===== src/rtl/mem_arbiter_pkg.sv =====
// Shared definitions for the byte-wide RAM port arbiter: FSM states,
// memory access length codes and a helper that maps a length code to a byte count.
package mem_arbiter_pkg;

  typedef enum logic [1:0] {
    ArbIdle  = 2'd0,
    ArbIfRd  = 2'd1,
    ArbMemRd = 2'd2,
    ArbMemWr = 2'd3
  } arb_state_t;

  localparam int MemLenBus = 2;

  localparam logic [MemLenBus-1:0] MemLen1 = 2'd0;
  localparam logic [MemLenBus-1:0] MemLen2 = 2'd1;
  localparam logic [MemLenBus-1:0] MemLen4 = 2'd2;

  // The reserved code 3 falls into the default and moves a full word.
  function automatic logic [2:0] len_bytes(input logic [MemLenBus-1:0] len);
    case (len)
      MemLen1: return 3'd1;
      MemLen2: return 3'd2;
      default: return 3'd4;
    endcase
  endfunction

endpackage


===== src/rtl/mem_arbiter.sv =====
// Arbitrates the single byte-wide synchronous RAM port between instruction fetch
// and load/store, sequencing each request as a multi-cycle byte transfer.
module mem_arbiter
  import mem_arbiter_pkg::*;
#(
  parameter int ADDR_W = 32
) (
  input  logic                 clk,
  input  logic                 rst,
  input  logic                 if_req,
  input  logic [ADDR_W-1:0]    if_addr,
  input  logic                 if_flush,
  output logic                 if_done,
  output logic [31:0]          if_data,
  input  logic                 mem_req,
  input  logic                 mem_we,
  input  logic [MemLenBus-1:0] mem_len,
  input  logic [ADDR_W-1:0]    mem_addr,
  input  logic [31:0]          mem_wdata,
  output logic                 mem_done,
  output logic [31:0]          mem_rdata,
  output logic [ADDR_W-1:0]    ram_a,
  output logic                 ram_we,
  output logic [7:0]           ram_dout,
  input  logic [7:0]           ram_din,
  output logic                 busy
);

  arb_state_t        state_reg, state_next;
  logic [2:0]        cnt_reg, cnt_next;
  logic [2:0]        n_reg, n_next;
  logic [ADDR_W-1:0] base_reg, base_next;
  logic [31:0]       wbuf_reg, wbuf_next;
  logic [31:0]       asm_reg, asm_next;
  logic [ADDR_W-1:0] ram_a_reg, ram_a_next;
  logic              ram_we_reg, ram_we_next;
  logic [7:0]        ram_dout_reg, ram_dout_next;
  logic              if_done_reg, if_done_next;
  logic              mem_done_reg, mem_done_next;
  logic [31:0]       if_data_reg, if_data_next;
  logic [31:0]       mem_rdata_reg, mem_rdata_next;

  always_ff @(posedge clk) begin
    if (rst) begin
      state_reg     <= ArbIdle;
      cnt_reg       <= '0;
      n_reg         <= '0;
      base_reg      <= '0;
      wbuf_reg      <= '0;
      asm_reg       <= '0;
      ram_a_reg     <= '0;
      ram_we_reg    <= 1'b0;
      ram_dout_reg  <= '0;
      if_done_reg   <= 1'b0;
      mem_done_reg  <= 1'b0;
      if_data_reg   <= '0;
      mem_rdata_reg <= '0;
    end else begin
      state_reg     <= state_next;
      cnt_reg       <= cnt_next;
      n_reg         <= n_next;
      base_reg      <= base_next;
      wbuf_reg      <= wbuf_next;
      asm_reg       <= asm_next;
      ram_a_reg     <= ram_a_next;
      ram_we_reg    <= ram_we_next;
      ram_dout_reg  <= ram_dout_next;
      if_done_reg   <= if_done_next;
      mem_done_reg  <= mem_done_next;
      if_data_reg   <= if_data_next;
      mem_rdata_reg <= mem_rdata_next;
    end
  end

  // cnt_reg is the index of the edge being processed; byte k arrives two edges after its address.
  always_comb begin
    state_next     = state_reg;
    cnt_next       = cnt_reg;
    n_next         = n_reg;
    base_next      = base_reg;
    wbuf_next      = wbuf_reg;
    asm_next       = asm_reg;
    ram_a_next     = ram_a_reg;
    ram_we_next    = 1'b0;
    ram_dout_next  = ram_dout_reg;
    if_done_next   = 1'b0;
    mem_done_next  = 1'b0;
    if_data_next   = if_data_reg;
    mem_rdata_next = mem_rdata_reg;

    case (state_reg)
      ArbIdle: begin
        if (mem_req && !mem_done_reg) begin
          state_next = mem_we ? ArbMemWr : ArbMemRd;
          base_next  = mem_addr;
          n_next     = len_bytes(mem_len);
          cnt_next   = 3'd1;
          asm_next   = '0;
          ram_a_next = mem_addr;
          if (mem_we) begin
            ram_we_next   = 1'b1;
            ram_dout_next = mem_wdata[7:0];
            wbuf_next     = mem_wdata >> 8;
          end
        end else if (if_req && !if_flush && !if_done_reg) begin
          state_next = ArbIfRd;
          base_next  = if_addr;
          n_next     = 3'd4;
          cnt_next   = 3'd1;
          asm_next   = '0;
          ram_a_next = if_addr;
        end
      end

      ArbIfRd, ArbMemRd: begin
        if (state_reg == ArbIfRd && if_flush) begin
          state_next = ArbIdle;
          cnt_next   = '0;
        end else begin
          cnt_next = cnt_reg + 3'd1;
          if (cnt_reg < n_reg)
            ram_a_next = base_reg + ADDR_W'(cnt_reg);
          for (int b = 0; b < 4; b++)
            if (cnt_reg == 3'(b + 2))
              asm_next[8*b +: 8] = ram_din;
          if (cnt_reg == n_reg + 3'd1) begin
            state_next = ArbIdle;
            cnt_next   = '0;
            if (state_reg == ArbIfRd) begin
              if_done_next = 1'b1;
              if_data_next = asm_next;
            end else begin
              mem_done_next  = 1'b1;
              mem_rdata_next = asm_next;
            end
          end
        end
      end

      ArbMemWr: begin
        if (cnt_reg < n_reg) begin
          ram_a_next    = base_reg + ADDR_W'(cnt_reg);
          ram_we_next   = 1'b1;
          ram_dout_next = wbuf_reg[7:0];
          wbuf_next     = wbuf_reg >> 8;
          cnt_next      = cnt_reg + 3'd1;
        end else begin
          state_next    = ArbIdle;
          cnt_next      = '0;
          mem_done_next = 1'b1;
        end
      end

      default: state_next = ArbIdle;
    endcase
  end

  assign if_done   = if_done_reg;
  assign if_data   = if_data_reg;
  assign mem_done  = mem_done_reg;
  assign mem_rdata = mem_rdata_reg;
  assign ram_a     = ram_a_reg;
  assign ram_we    = ram_we_reg;
  assign ram_dout  = ram_dout_reg;
  assign busy      = (state_reg != ArbIdle);

endmodule


===== config.mk =====
export PLATFORM = sky130hd
export DESIGN_NAME = mem_arbiter
export DESIGN_NICKNAME = d
export VERILOG_FILES = /design/src/rtl/mem_arbiter_pkg.sv /design/src/rtl/mem_arbiter.sv
export SDC_FILE = /design/constraint.sdc
export NUM_CORES = 1
export LEC_CHECK = 0
export BUFFER_PORTS_ARGS = -buffer_cell sky130_fd_sc_hd__clkbuf_2
export CAP_MARGIN = 10
export CORE_MARGIN = 4
export CORE_UTILIZATION = 49
export CTS_CLUSTER_SIZE = 20
export DETAILED_ROUTE_END_ITERATION = 12
export PLACE_DENSITY = 0.74
export SETUP_SLACK_MARGIN = 0.2
export SYNTH_ARGS = -nofsm -noshare
export SYNTH_HDL_FRONTEND = slang
export SYNTH_SLANG_ARGS = --single-unit
export TNS_END_PERCENT = 10

===== constraint.sdc =====
create_clock -name clk -period 3.25 [get_ports clk]
set_clock_uncertainty 0.1 [all_clocks]
set_input_delay 0.8125 -clock clk [delete_from_list [all_inputs] [get_ports clk]]
set_output_delay 0.8125 -clock clk [all_outputs]
set_load 0.005 [all_outputs]

; Word level (Yosys, flattened, before mapping)
; Index checks and enable logic that the tools add are counted.
[totals]
ff_bits = 211
in_bits = 112
output_inout_bits = 108
[classes]
n_addsub = 3
n_lt_le_gt_ge = 1
n_eq_ne = 16
n_mux = 47
bitwise = 4
n_reduce_logical = 22
[op_table]
columns = op, count
row1 = two-way mux 32 bit, 10
row2 = one-hot mux 32 bit (2 select lines), 2
row3 = one-hot mux 32 bit (3 select lines), 1
row4 = two-way mux 8 bit, 7
row5 = adder 32 x 3 -> 32 bit, 1
row6 = two-way mux 3 bit, 7
row7 = one-hot mux 8 bit (2 select lines), 1
row8 = AND reduction 4 bit, 3
row9 = two-way mux 2 bit, 5
row10 = != test 2 bit (second input constant), 5
row11 = two-way mux 1 bit, 9
row12 = one-hot mux 3 bit (3 select lines), 1
row13 = nonzero test 2 bit, 4
row14 = adder 3 x 1 -> 3 bit (second input constant), 2
row15 = equality test 3 x 2 -> 1 bit (second input constant), 2
row16 = equality test 3 bit (second input constant), 2
row17 = != test 3 bit (second input constant), 2
row18 = one-hot mux 2 bit (3 select lines), 1
row19 = one-hot mux 3 bit (2 select lines), 1
row20 = AND reduction 3 bit, 2
row21 = equality test 2 x 1 -> 1 bit (second input constant), 2
row22 = equality test 2 bit (second input constant), 2
row23 = logical AND 1 bit, 4
row24 = logical NOT 2 bit, 2
row25 = other kinds (8), 15

; Depth between registers and ports, before layout
; Gate-level depths: netlist of the first run.
[depth]
depth_word = 6
ltp_mapped = 10
ltp_nobuf = 7

; Worst setup path after synthesis of the first run
; Ideal clock, no wire load.
[synth_timing]
kind = reg2reg
start = register cnt_reg[0]
end = register ram_a_reg[24] (netlist: ram_a[24])
setup_time_ns = 0.117
arrival_ns = 2.204
required_ns = 3.033
setup_slack_ns = 0.829
path_stages_with_launch = 9
n_path_buf = 1
cell_sequence = dfxtp_1 > ha_1 > fa_1 > a21oi_1 > or4_1 > buf_2 > o31a_1 > o31a_1 > a22o_1
[synth_via]
elab_chain_cells = 4
[synth_rtl]
columns = element, line_no
row1 = "start, declared", mem_arbiter.sv:30  ; logic [2:0] cnt_reg, cnt_next;
row2 = "start signal, assigned", mem_arbiter.sv:60  ; cnt_reg <= cnt_next;
row3 = adder 32 x 3 -> 32 bit / < comparator 3 bit (equally long branches), -
row4 = two-way mux 32 bit *, "mem_arbiter.sv:121, mem_arbiter.sv:141"
row5 = two-way mux 32 bit, mem_arbiter.sv:116  ; if (state_reg == ArbIfRd && if_flush) begin
row6 = one-hot mux 32 bit (3 select lines) *, mem_arbiter.sv:91  ; case (state_reg)
row7 = "end signal, assigned", mem_arbiter.sv:65  ; ram_a_reg <= ram_a_next;
row8 = "end, declared", mem_arbiter.sv:35  ; logic [ADDR_W-1:0] ram_a_reg, ram_a_next;
; Mark *: on every way between the ends. The rest lies on a longest branch, timed or not. The select of a mux whose other input is x is not followed.
; A chain may end at the register's enable or synchronous reset.

; Worst setup path after layout of the first run
[layout_timing]
start = register state_reg[0]
end = output busy
[layout_via]
elab_chain_cells = 1
[layout_rtl]
columns = element, line_no
row1 = "start, declared", mem_arbiter.sv:29  ; arb_state_t state_reg, state_next;
row2 = "start signal, assigned", mem_arbiter.sv:45  ; state_reg <= ArbIdle;
row3 = "start signal, assigned", mem_arbiter.sv:59  ; state_reg <= state_next;
row4 = nonzero test 2 bit, mem_arbiter.sv:165  ; assign busy = (state_reg != ArbIdle);
row5 = "end, declared", mem_arbiter.sv:26  ; output logic busy
; Every way passes these cells.

==> reports/metrics.csv, run 1 <==
metric,value,unit
Finish-stage setup viols,0,
unrepaired setup endpoints after global routing,false,
final setup TNS,0,ps
routed vias,8517,
final RePlAce weighted congestion,0.956,
CP startpoint kind,register,
Initial Utilization,49.8,%
worst slew pin tran,1240,ps
post-CTS setup buffer count,0,
Met3 Wirelength,2080,um
full die area,0.0213,sq mm
Final min period,2930,ps
ys async rst share,0,%
WL met1,11800,um
max-slew violations,0,
"CTS clk-pin slew, worst paths",60,ps
DRC Markers,0,
Detailed Route WL,26000,um
sequential-to-total area share from yosys stat,43.7,%
Synth Instances,1056,
Die Width,146,um
reg2reg setup slack,460,ps
Pleak,4.60,nW
worst-case clock buffer depth,3,
Worst setup EP type,output pin,
"commonest cells after routing, fill and taps aside","218 x clkbuf_2, 203 x dfxtp_1, 182 x nor2_1, 126 x a211oi_1, 88 x mux2i_1",
Synth Area per Inst,8.81,sq um
worst skew pair latency,500,ps
dominant synthesized flop cell,dfxtp_1,
CTS resizes,0,
Routed WL per cell,17.6,um
Max Fclk,341,MHz
initial antenna violation count,0,
port bufs,219,
type of the worst setup path,reg -> out,
CTS tree,yes,
root buffer cell,clkbuf_16,
n_diodes,0,
TritonCTS Sinks,203,
synthesis-to-finish area growth,21.5,%
library cells used by synthesis,62,
post-route cell area,0.0113,sq mm
Seq cells post-synth,203,
htree depth,1,
Post-synth EDFFs,0,
cts bufs inserted,23,
Rel. slew slack,16.4,%
total core area,0.0187,sq mm
DR pass1 iterations,7,
status,completed,
first-pass GRT wire length,42400,um
"most common cell after layout, fill and taps aside",clkbuf_2,
Yosys warnings,0,
highest routing layer actually used,met4,
worst vdd ir,0.000459,V
share of cells above drive strength 1,23.2,%
FP Rows,50,
Max Cap Viol,0,
GRT Residual Overflow,0,
gr usage total,23.4,%
Area after DPL,0.0105,sq mm
crit share post-route,90.3,%
"Max FO, Critical Path",22,
Synth Cell Area,0.00931,sq mm
final hold violations,0,
Die Height,146,um
Hold WC Path Type,reg -> reg,
Synth Net Count,1184,
Detailed Route Iter0 Violations,550,
largest net degree at the start of global routing,83,
crit path DAT,2020,ps
post-DR vias/cell,5.76,
vias in the first global route,8193,
Cell Pwr Density,843,mW/mm^2
Met2 Wirelength,11600,um
Required @ worst endpoint,2340,ps
I/O Pins,220,
nets,1359,
Post-DRT Antenna Nets,0,
cts hold-fix bufs,0,
Final HPWL DP,18300,um
[synthesized netlist by cell type (2+ instances only)]
cell type,number,share of area [%]
a211oi_1,126,10
a21oi_1,26,1.4
a221oi_1,3,0.28
a22o_1,3,0.28
a22oi_1,42,3.4
a31oi_1,5,0.34
a32o_1,4,0.43
and2_1,2,0.13
and3_1,5,0.34
and4_1,7,0.66
buf_1,17,0.69
buf_2,20,1.1
buf_4,5,0.40
clkbuf_1,48,1.9
dfxtp_1,203,44
ha_1,15,2.0
inv_1,12,0.48
mux2i_1,88,9.5
nand2_1,80,3.2
nand2b_1,5,0.34
nand3_1,21,1.1
nand3b_1,3,0.24
nand4_1,8,0.54
nor2_1,182,7.3
nor2b_1,4,0.27
nor3_1,16,0.86
nor3b_1,3,0.24
nor4_1,11,0.74
o211ai_1,10,0.81
o21a_1,2,0.16
o21ai_0,16,0.86
o22ai_1,9,0.60
o31a_1,4,0.38
o31ai_1,2,0.16
or3_1,2,0.13
or4_1,2,0.16
xnor2_1,15,1.4
xor2_1,6,0.56
[report_power, final]
part	internal, mW	total [mW]	switching, mW
Clock	1.67	2.68	1.01
Combinational	1.29	3.31	2.02
Sequential	3.07	3.54	0.467
[area by class of cell]
type                            count  area, sq um
Clock buffer                       29          628
Clock inverter                      9          149
Fill cell                        1639         7400
Inverter                           12         45.0
Multi-Input combinational cell    751         4830
Sequential cell                   203         4060
Tap cell                          234          293
Timing Repair Buffer              240         1300
[through the flow]
stage                     hold slack [ps]  total power [mW]  worst slack, ps  instances  util, %
after floorplan                       348              5.67              829       1056        -
after global placement                340              6.78              429       1440     56.3
after detailed placement              346              6.85              417       1440     56.3
after CTS                             352              9.56              331       1478     60.5
after global routing                  368              10.1              235       1478     60.5
final                                 351              9.53              315       1478     60.5
[path summary, 6_finish.rpt]
path	from	end	cells past startpoint
setup reg to reg	state_reg[0]	ram_a[19]	6
hold reg to reg	ram_a[1]	ram_a[1]	2
hold / removal	ram_a[1]	ram_a[1]	2
setup / recovery	state_reg[0]	busy	5
[routing by layer]
| layer | up-vias | track usage [%] |
|---|---|---|
| met4 | 0 | 5.18 |
| met5 | - | 0 |
| met1 | 3973 | 32.7 |
| met3 | 42 | 5.33 |
| met2 | 308 | 37.1 |
| li1 | 4194 | - |
[critical path: stages, from the launching register on]
cell and delay [ps]:
dfxtp_1 360, inv_1 70, ha_2 310, inv_1 270, buf_4 330, clkbuf_2 170
[kinds of logic (layout without fill, tap and decap cells)]
logic type | after synthesis | after routing | synth area share (%)
XOR/XNOR | 22 | 22 | 2.23
buffers and inverters | 102 | 290 | 4.58
AO/OA/AOI/OAI | 265 | 265 | 20.5
multiplexers | 88 | 88 | 9.46
adder cells (fa/ha/maj) | 16 | 16 | 2.23
AND/OR/NAND/NOR | 360 | 360 | 17.3
flip-flops | 203 | 203 | 43.7
Power figures use the tool's default switching activity.
==> run 2, diff against run 1 <==
--- a/config.mk
+++ b/config.mk
@@ -11,7 +11,8 @@
 export CORE_UTILIZATION = 49
 export CTS_CLUSTER_SIZE = 20
 export DETAILED_ROUTE_END_ITERATION = 12
-export PLACE_DENSITY = 0.74
+export MAX_ROUTING_LAYER = met4
+export PLACE_DENSITY = 0.77
 export SETUP_SLACK_MARGIN = 0.2
 export SYNTH_ARGS = -nofsm -noshare
 export SYNTH_HDL_FRONTEND = slang
==> constraint.sdc (replaced) <==
create_clock -name clk -period 2.4 [get_ports clk]
set_clock_uncertainty 0.1 [all_clocks]
set_input_delay 0.6 -clock clk [delete_from_list [all_inputs] [get_ports clk]]
set_output_delay 0.6 -clock clk [all_outputs]
set_load 0.005 [all_outputs]
==> run 2 against run 1 <==
Compared with the run above: sequential share of layout area shrank 1.7 points; sequential power rose by 34%; flip-flop and latch count stayed put; utilization grew 3.1 points; via count grew 2.4%.
==> reports/metrics.csv, run 2 (synthesis results as in run 1) <==
metric,value,unit,change
status,completed,,
FP Rows,50,,unchanged
Post-DRT Antenna Nets,0,,unchanged
"most common cell after layout, fill and taps aside",clkbuf_2,,
unrepaired setup endpoints after global routing,true,,
switching share of power,36.5,%,-0.23 points
post-route cell area,0.0119,sq mm,+5.2%
worst hold path endpoint,wbuf_reg[16],,
largest net degree at the start of global routing,106,,+28%
Net Sw Power,4.90,mW,+40%
final RePlAce weighted congestion,0.918,,-3.9%
total core area,0.0187,sq mm,unchanged
Die Width,146,um,unchanged
gr usage total,24.3,%,+0.95 points
setup ws final,207,ps,-108 ps
Worst Min Path Start,mem_wdata[24],,
"Max FO, Critical Path",5,,-77%
Worst path slowest cell,fa_2,,
Rel. slew slack,50.5,%,+34 points
DRC Markers,0,,unchanged
Detailed Route WL,26900,um,+3.6%
Worst R2R Start,cnt_reg[0],,
CP Cell Sequence,"ha_4, fa_2, a21o_1, nand4_1, xor2_1, nand2_1, a32o_1",,
r2r endpoint,ram_a[12],,
port bufs,219,,unchanged
reg2reg setup slack,210,ps,-250 ps
Area after DPL,0.0109,sq mm,+3.7%
vias in the first global route,8272,,+0.96%
final setup TNS,0,ps,unchanged
Pleak,4.87,nW,+5.9%
Logic pwr share,38.5,%,+3.7 points
post-DR vias/cell,5.71,,-0.92%
crit path DAT,2480,ps,+460 ps
TritonCTS Sinks,203,,unchanged
cts bufs inserted,22,,-4.3%
"commonest cells after routing, fill and taps aside","218 x clkbuf_2, 199 x dfxtp_1, 181 x nor2_1, 125 x a211oi_1, 88 x mux2i_1",,
Finish-stage setup viols,0,,unchanged
Hold WC Path Type,in -> reg,,
Die Height,146,um,unchanged
share of cells above drive strength 1,27.4,%,+4.2 points
synthesis-to-finish area growth,27.8,%,
crit share post-route,91.4,%,
nets,1407,,+3.5%
worst skew pair latency,500,ps,about the same
Required @ worst endpoint,2690,ps,+350 ps
final core utilization,63.6,%,+3.1 points
GRT Residual Overflow,0,,unchanged
reg2reg path depth,7,,+1
root buffer cell,clkbuf_16,,
I/O Pins,220,,unchanged
max incr delay on CP,390,ps,+30 ps
initial antenna violation count,0,,unchanged
Internal,8.53,mW,+41%
worst-case clock buffer depth,3,,unchanged
CP startpoint kind,register,,
Clock power frac,26.2,%,-1.9 points
n_diodes,0,,unchanged
Detailed Route Iter0 Violations,559,,+1.6%
full die area,0.0213,sq mm,unchanged
CTS tree,yes,,
cts hold-fix bufs,0,,unchanged
worst vdd ir,0.000616,V,+34%
Routed WL per cell,17.6,um,+0.20%
routed vias,8724,,+2.4%
Final min period,2190,ps,
final hold violations,0,,unchanged
Initial Utilization,49.8,%,unchanged
Cell Pwr Density,1130,mW/mm^2,+34%
first-pass GRT wire length,42400,um,about the same
Max Cap Viol,0,,unchanged
pre-CTS setup slack,-84.6,ps,-501 ps
overall power,13.4,mW,+41%
DR pass1 iterations,5,,-2
Worst setup EP type,register,,
Hold Crit Depth,3,,+1
htree depth,1,,unchanged
"CTS clk-pin slew, worst paths",60,ps,about the same
worst slew pin tran,739,ps,-505 ps
Max Fclk,456,MHz,
Seq pwr share,35.3,%,-1.8 points
fill cell count,1567,,-4.4%
max-slew violations,0,,unchanged
type of the worst setup path,reg -> reg,,
Final HPWL DP,18700,um,+2.1%
==> run 2: power groups by stage <==
stage | combinational [mW] | clock [mW] | sequential [mW]
after global routing | 5.68 | 3.72 | 4.84
after global placement | 4.68 | 0 | 4.77
after detailed placement | 4.79 | 0 | 4.79
final | 5.17 | 3.52 | 4.74
after floorplan | 2.98 | 0 | 4.73
after CTS | 4.91 | 3.56 | 4.73
==> run 2: metrics by stage <==
| step | cells | hold slack, ps |
|---|---|---|
| finish | 1528 | 249 |
| global route | 1528 | 261 |
| CTS | 1520 | 233 |
| detailed placement | 1481 | 350 |
| global placement | 1481 | 341 |
| floorplan | 1056 | 348 |
==> run 2: worst max-delay path by stage <==
| stage | to | start | slack, ps |
|---|---|---|---|
| 2_1_floorplan | ram_a[24] | cnt_reg[0] | 170 |
| 3_3_place_gp | ram_a[19] | state_reg[1] | -40 |
| 3_5_place_dp | ram_a[19] | state_reg[1] | -80 |
| 4_1_cts | busy | state_reg[1] | 150 |
| 5_1_grt | ram_a[24] | cnt_reg[0] | 140 |
| 6_report | ram_a[12] | cnt_reg[0] | 210 |
==> run 2: layer usage <==
| metal | GRT usage [%] | part of all wire (%) |
|---|---|---|
| met1 | 33.0 | 45 |
| met2 | 38.3 | 46 |
| met3 | 3.67 | 6.3 |
| met4 | 6.32 | 2.7 |
| met5 | - | 0 |
==> run 2: what timing repair did <==
action                                  in CTS  in global routing
buffers inserted                             0                  5
cloned                                       0                  3
resized for setup                           13                 14
pin swaps                                    2                  6
endpoints found under the setup margin      13                134
==> run 2: critical path: cells and delay by family (launching register included) <==
kind | cells | cell delay [ps]
adder cells (fa/ha/maj) | 2 | 560
AO/OA/AOI/OAI | 2 | 490
AND/OR/NAND/NOR | 2 | 390
flip-flops | 1 | 370
XOR/XNOR | 1 | 180
==> run 2: area by class of cell <==
type	instances	area, sq um	share of cell area [%]
clock inverters	4	72.6	0.610
clock buffers	35	682	5.73
well taps	234	293	2.46
flip-flops and latches	203	4070	34.2
repair buffers	289	1800	15.2
multi-input cells	751	4920	41.4
inverters	12	47.5	0.400
==> run 3, diff against run 2 <==
--- a/config.mk
+++ b/config.mk
@@ -11,8 +11,10 @@
 export CORE_UTILIZATION = 49
 export CTS_CLUSTER_SIZE = 20
 export DETAILED_ROUTE_END_ITERATION = 12
+export GPL_TIMING_DRIVEN = 0
 export MAX_ROUTING_LAYER = met4
 export PLACE_DENSITY = 0.77
+export RECOVER_POWER = 100
 export SETUP_SLACK_MARGIN = 0.2
 export SYNTH_ARGS = -nofsm -noshare
 export SYNTH_HDL_FRONTEND = slang
==> run 3 against run 2 <==
Compared with the run above: global-route usage up 3.9 points; maximum frequency down 6.4%; hold slack better by 3.7 ps; total power up 4.0%; clock-buffer cell count down 3; first-iteration DRC count up 47%; die area unchanged; clock power up 4%; combinational power up 6.8%; routed wire length up 15%; via count up 6.8%; critical endpoint is now ram_a[24]; largest power group unchanged; highest routed layer unchanged.
==> reports/metrics.csv, run 3 (synthesis results as in run 1) <==
metric,value,unit,change
htree depth,1,,unchanged
CP startpoint kind,register,,
Area after DPL,0.0107,sq mm,-2.2%
switching share of power,38.0,%,+1.6 points
Rel. slew slack,49.7,%,-0.70 points
worst skew pair latency,510,ps,about the same
Detailed Route WL,31000,um,+15%
synthesis-to-finish area growth,30.0,%,
Pleak,4.91,nW,+0.79%
initial antenna violation count,1,,+1
GRT busiest layer,met2,,
CP Cell Sequence,"ha_4, fa_2, a21oi_4, or4_4, buf_6, o31a_1, o31a_1, a22o_1",,
Die Width,146,um,unchanged
smallest hold slack,253,ps,+3.72 ps
worst slew pin tran,754,ps,+14.6 ps
full die area,0.0213,sq mm,unchanged
GRT Residual Overflow,0,,unchanged
"commonest cells after routing, fill and taps aside","219 x clkbuf_2, 195 x dfxtp_1, 181 x nor2_1, 121 x a211oi_1, 88 x mux2i_1",,
nets,1441,,+2.4%
Clock power frac,26.3,%,about the same
root buffer cell,clkbuf_16,,
Detailed Route Iter0 Violations,821,,+47%
Initial Utilization,49.8,%,unchanged
Die Height,146,um,unchanged
Worst path slowest cell,or4_4,,
cts bufs inserted,22,,unchanged
"Max FO, Critical Path",6,,+1
unrepaired setup endpoints after global routing,true,,
final RePlAce weighted congestion,0.979,,+6.6%
worst-case clock buffer depth,3,,unchanged
GRT met3 Usage,5.05,%,+1.4 points
max-slew violations,0,,unchanged
worst vdd ir,0.000534,V,-13%
vias in the first global route,9088,,+9.9%
crit path DAT,2650,ps,+170 ps
port bufs,211,,-3.7%
Internal,8.66,mW,+1.5%
final hold violations,0,,unchanged
Hold WC Path Type,in -> reg,,
fill cell count,1488,,-5.0%
DR pass1 iterations,5,,unchanged
Post-DRT Antenna Nets,0,,unchanged
Seq pwr share,34.2,%,-1.1 points
Required @ worst endpoint,2710,ps,+20 ps
Net Sw Power,5.31,mW,+8.4%
most frequent CP cell,o31a_1,,
grt met1 use,36.8,%,+3.8 points
status,completed,,
FF+latch area,0.00408,sq mm,+0.31%
post-route cell area,0.0121,sq mm,+1.7%
Finish-stage setup viols,0,,unchanged
Buf/Inv on CP,1,,+1
FP Rows,50,,unchanged
cts hold-fix bufs,0,,unchanged
Multi-input gate area,0.00506,sq mm,+2.9%
max incr delay on CP,440,ps,+50 ps
gr usage total,28.2,%,+3.9 points
Final HPWL DP,22100,um,+18%
TritonCTS Sinks,203,,unchanged
type of the worst setup path,reg -> reg,,
Max Cap Viol,0,,unchanged
family with the most delay on the worst path,compound AO/OA/AOI/OAI gates,,
Logic pwr share,39.5,%,+1.0 points
largest net degree at the start of global routing,14,,-87%
Cell Pwr Density,1150,mW/mm^2,+2.2%
Worst setup EP type,register,,
post-DR vias/cell,5.96,,+4.4%
first-pass GRT wire length,48100,um,+13%
share of cells above drive strength 1,27.4,%,about the same
DRC Markers,0,,unchanged
I/O Pins,220,,unchanged
Routed WL per cell,19.8,um,+12%
reg2reg setup slack,60,ps,-150 ps
CTS tree,yes,,
final setup TNS,0,ps,unchanged
global routing usage on met2,45.5,%,+7.2 points
Max Fclk,427,MHz,-6.4%
Final min period,2340,ps,+151 ps
crit share post-route,97.6,%,+6.3 points
"CTS clk-pin slew, worst paths",60,ps,about the same
"most common cell after layout, fill and taps aside",clkbuf_2,,
total core area,0.0187,sq mm,unchanged
routed vias,9318,,+6.8%
## run 3: cell count changes in the layout (fill, tap and decap cells not counted), moves of 4 or more
cell	change
clkbuf_4	+5
buf_1	+12
dfxtp_1	-4
a211oi_1	-4
clkbuf_1	+27
buf_8	+7
buf_2	+16
buf_12	-8
buf_4	-33
## run 3: tightest hold or removal path, cell delays in order
cell,delay [ps]
clkbuf_2,80
a22oi_1,60
nor2_1,70
## run 3: worst paths after layout
kind / end / cells past startpoint / from
min: wbuf_reg[21] / 3 / mem_wdata[29]
max: ram_a[24] / 8 / cnt_reg[0]
max reg2reg: ram_a[24] / 8 / cnt_reg[0]
min reg2reg: ram_a[2] / 2 / ram_a[2]
## run 3: metal layers
layer	part of all wire, %	routed length, um
met5	0	0
met4	2.6	799
met3	9.6	2970
met2	46	14400
met1	41	12800
## run 3: repair_timing
action / in CTS / in global routing
resized for setup: 79 / 41
hold endpoints to repair: 0 / 0
cloned: 0 / 3
setup endpoints to repair: 200 / 178
pin swaps: 10 / 12
setup buffers: 6 / 14
## run 3: power groups by stage
stage          registers, mW  logic [mW]  clock network (mW)
6_report                4.78        5.52                3.67
5_1_grt                 4.86        6.00                3.85
4_1_cts                 4.76        5.06                3.70
3_5_place_dp            4.82        4.64                   0
3_3_place_gp            4.79        4.54                   0
2_1_floorplan           4.73        2.98                   0
## run 3: area by class of cell
cell class / count / area share, %
timing repair buffer: 233 / 10.5
inverter: 12 / 0.403
buffer: 89 / 4.44
multi-input combinational: 752 / 41.9
tap: 234 / 2.42
clock buffer: 32 / 5.63
sequential: 203 / 33.8
antenna: 1 / 0.0207
clock inverter: 7 / 0.941
## run 3: per-stage QoR
| stage | setup slack (ps) | std cells | utilization [%] | power, mW |
|---|---|---|---|---|
| global route | -10.5 | 1563 | 64.7 | 14.7 |
| CTS | -39.5 | 1545 | 62.9 | 13.5 |
| floorplan | 166 | 1056 | - | 7.70 |
| detailed placement | -684 | 1501 | 57.1 | 9.46 |
| global placement | -706 | 1501 | 57.1 | 9.33 |
| finish | 56.8 | 1563 | 64.7 | 14.0 |
